==> src/rtl/ifid_block.sv <==
// rtl/ifid_block.sv - instruction fetch stage with IF/ID pipeline register and one-entry skid buffer
module ifid_block #(
  parameter logic [31:0] RESET_PC = 32'h0000_0000,
  parameter logic [31:0] NOP_INST = 32'h0000_0013
) (
  input  logic        CLK,
  input  logic        RSTN,
  output logic        ImemReq,
  output logic [31:0] ImemAddr,
  input  logic        ImemReady,
  input  logic [31:0] ImemData,
  input  logic        Stall,
  input  logic        Redirect,
  input  logic [31:0] RedirectPC,
  output logic [31:0] OutPC,
  output logic [31:0] Inst,
  output logic        InstValid
);

  typedef enum logic {
    FETCH = 1'b0,
    HOLD  = 1'b1
  } state_t;

  state_t      state;
  logic [31:0] pc;
  logic [31:0] buf_pc;
  logic [31:0] buf_inst;
  logic [31:0] pc_plus4;

  // 32-bit modulo increment; wraps from FFFF_FFFC to 0 naturally
  assign pc_plus4 = pc + 32'd4;

  // Request only while fetching; reset kills any in-flight request immediately
  assign ImemReq  = RSTN && (state == FETCH);
  assign ImemAddr = pc;

  // Fetch FSM, PC, skid buffer and IF/ID register in one registered process
  always_ff @(posedge CLK or negedge RSTN) begin
    if (!RSTN) begin
      state     <= FETCH;
      pc        <= RESET_PC;
      buf_pc    <= 32'h0;
      buf_inst  <= NOP_INST;
      OutPC     <= 32'h0;
      Inst      <= NOP_INST;
      InstValid <= 1'b0;
    end else if (Redirect) begin
      // Redirect beats stall and drops any same-cycle response and buffered data
      state     <= FETCH;
      pc        <= {RedirectPC[31:2], 2'b00};
      buf_pc    <= 32'h0;
      buf_inst  <= NOP_INST;
      OutPC     <= RedirectPC;
      Inst      <= NOP_INST;
      InstValid <= 1'b0;
    end else begin
      case (state)
        FETCH: begin
          if (ImemReady) begin
            pc <= pc_plus4;
            if (Stall) begin
              // IF/ID is frozen, so park the response until the stall clears
              buf_pc   <= pc;
              buf_inst <= ImemData;
              state    <= HOLD;
            end else begin
              OutPC     <= pc;
              Inst      <= ImemData;
              InstValid <= 1'b1;
            end
          end else if (!Stall) begin
            // Memory not ready: push a bubble, retry the same address
            OutPC     <= pc;
            Inst      <= NOP_INST;
            InstValid <= 1'b0;
          end
        end
        HOLD: begin
          if (!Stall) begin
            // PC already points past the buffered instruction
            OutPC     <= buf_pc;
            Inst      <= buf_inst;
            InstValid <= 1'b1;
            state     <= FETCH;
          end
        end
        default: state <= FETCH;
      endcase
    end
  end

endmodule

==> config.mk <==
export PLATFORM = sky130hd
export DESIGN_NAME = ifid_block
export DESIGN_NICKNAME = d
export VERILOG_FILES = /design/src/rtl/ifid_block.sv
export SDC_FILE = /design/constraint.sdc
export NUM_CORES = 1
export LEC_CHECK = 0
export BUFFER_PORTS_ARGS = -buffer_cell sky130_fd_sc_hd__buf_2
export CORE_UTILIZATION = 58
export CTS_CLUSTER_DIAMETER = 40
export DETAILED_ROUTE_END_ITERATION = 10
export GPL_TIMING_DRIVEN = 0
export PLACE_DENSITY = 0.87
export SLEW_MARGIN = 25
export SYNTH_ARGS = -nofsm -noshare
export SYNTH_HDL_FRONTEND = slang
export SYNTH_SLANG_ARGS = --single-unit
==> constraint.sdc <==
create_clock -name CLK -period 2.9 [get_ports CLK]
set_input_delay 0.58 -clock CLK [delete_from_list [all_inputs] [get_ports CLK]]
set_output_delay 0.58 -clock CLK [all_outputs]
set_load 0.005 [all_outputs]
==> impl_metrics.toml <==
[outcome]
outcome = "finished, final reports clean"

[clock_tree]
path_clk_slew_ps = 70
cts_root_buf = "clkbuf_16"
hold_buffers = 0
postCtsSetupBuffers = 0
cts_inserted_buffers = 17
cts_resized = 0
h-tree-depth = 4
clock_sinks = 159
clk_latency_ps = 450
cts_tree = "yes"
clockBufferDepth = 2

[routing]
first_pass_iters = 5
ant_nets = 0
vias = 6939
vias_per_cell = 6.179
drt-initial-drc-count = 659
drt_wl_total_um = 21060
wl_per_cell_um = 18.75
drc = 0

[synthesis]
synth_cell_types = 47
yosysTopAreaCellShare = 0.5181
syn_area_um2 = 7390
synthCells = 757
seq_area_frac_synth = 0.5395
yosys-top-cells-count = "dfrtp_1 (153), nand2_1 (94), a21oi_1 (89)"
yosysTopAreaCell = "dfrtp_1"
synthArstFlopShare = 1.000
ys_warn_count = 0
post-synth-top-count-cell = "dfrtp_1"
ys_seq_elements = 159
synth.area.top_cells = "dfrtp_1 (52%), a21oi_1 (6.0%), nand2_1 (4.8%)"
synth_area_per_cell_um2 = 9.762
synth_edf_count = 0
synth-main-ff-cell = "dfrtp_1"

[floorplan]
die_h_um = 114.9
die-area_um2 = 13200
start_util = 0.6051
io_pins = 167
core_um2 = 12210
rows = 40
die_x_um = 114.9

[power_and_ir_drop]
leakagePower_nw = 4.221
powerDensity_nw_per_um2 = 620.4
peakVddDrop_mv = 0.4305
fin_total_pwr_w = 0.005647

[timing]
drv_slew = 0
setup_slack_ps = 757.4
max_slew_margin = 0.5786
setup_tns_ps = 0
hold_viol = 0
period_share = 0.7388
tightest_slew_ps = 632.1
fin_worst_skew_ps = 10.96
fmax_mhz = 466.7
rsz0062_at_grt = "no"
fin_crit_ps = 2143
timing.hold.ws_ps = 11.78
setup_violations = 0

[global_routing]
grt_max_degree = 60
grt_overflow_total = 0
grt_pass1_vias = 6645
grt_pass1_wl_um = 33990
grt_usage = 0.3400
grt_antenna_before_repair = 0

[place]
gp_congestion = 0.8898
dpl_worst_slack_ps = 527.8
hpwl_um = 14700
io_buffers = 163

[job]
drv_cap = 0

[final_layout]
area_growth_pct = 23.16
drive_above_1_share = 0.2429
final_nets = 1012
ff_latch_area_um2 = 3986
fill_cells = 919
multi_input_area_um2 = 3094
diodes = 0

[setup_path]
crit_type = "reg -> out"
arrival_ps = 1560
start_kind = "register"
cp-end-kind = "output port"
cp_data_required_time_ps = 2320
crit_fanout = 10

[min_path]
hold_class = "in -> async"
[final cells by class]
cell class,count,share of cell area
Multi-Input combinational cell,529,0.3400
Clock buffer,21,0.04949
Clock inverter,11,0.01828
Inverter,4,0.001650
Sequential cell,159,0.4380
Timing Repair Buffer,165,0.09678
Buffer,66,0.03272
Tap cell,168,0.02310
[per-stage QoR]
step / util / cells / cell area (um^2)
2_1_floorplan: - / 758 / 7393
3_3_place_gp: 0.6894 / 1089 / 8419
3_5_place_dp: 0.6948 / 1091 / 8484
4_1_cts: 0.7453 / 1123 / 9101
5_1_grt: 0.7453 / 1123 / 9101
6_report: 0.7453 / 1123 / 9101
[flip-flops by register name, indices dropped and copies added, names as in the netlist]
register	cells
buf_inst	32
state	1
ImemAddr	30
Inst	32
OutPC	32
InstValid	1
buf_pc	31
[cell families (layout without fill, tap and decap cells)]
logic type                 count (synthesis)  in the layout  share of synthesized area
buffers and inverters                     70            267                    0.04233
DFF                                      159            159                     0.5395
other                                      1              2                  0.0005075
muxes                                     32             32                    0.04352
AOI/OAI and AO/OA                        233            233                     0.1984
adders and majority gates                  1              1                   0.001693
xor gates and xnor gates                  10             10                    0.01185
and+or+nand+nor                          251            251                     0.1622
[critical path, stage by stage, from the launching register on]
cell	delay, ps
dfrtp_1	370
buf_4	200
buf_2	310
nor2b_1	100
buf_2	140
[power breakdown]
part | total (W) | switching (W) | internal, W | leakage (nW)
Combinational | 0.000750 | 0.000439 | 0.000311 | 1.90
Sequential | 0.00254 | 0.000149 | 0.00239 | 2.02
Clock | 0.00236 | 0.000903 | 0.00146 | 0.293
[final timing paths]
kind	startpoint	end	slack [ps]	cells after the start
setup / recovery	state	ImemReq	760	4
max in group asynchronous	RSTN	Inst[4]	2240	2
hold reg to reg	buf_pc[26]	buf_pc[26]	500	1
min in group CLK	RedirectPC[1]	OutPC[1]	350	3
hold / removal	RSTN	OutPC[8]	10	1
setup reg to reg	ImemAddr[2]	ImemAddr[28]	820	5
[cell usage in the layout, fill, tap and decap left out, types with 7 or more instances in the layout]
| cell | n |
|---|---|
| or4_1 | 10 |
| nand3_1 | 20 |
| nor2_1 | 79 |
| buf_2 | 181 |
| nand4_1 | 10 |
| a22oi_1 | 29 |
| nand2_1 | 94 |
| mux2i_1 | 31 |
| clkbuf_16 | 17 |
| dfrtp_1 | 153 |
| o31ai_1 | 8 |
| a31oi_1 | 7 |
| a21oi_1 | 89 |
| clkbuf_1 | 40 |
| a22o_1 | 36 |
| o21ai_0 | 44 |
[layer usage]
metal | up-vias | global-route usage | wire, um
met3 | 54 | 0.07538 | 1732
met2 | 363 | 0.5325 | 10160
met4 | 0 | 0.1593 | 620
li1 | 3084 | - | -
met5 | - | 0 | 0
met1 | 3438 | 0.4543 | 8540
Power figures use the tool's default switching activity.
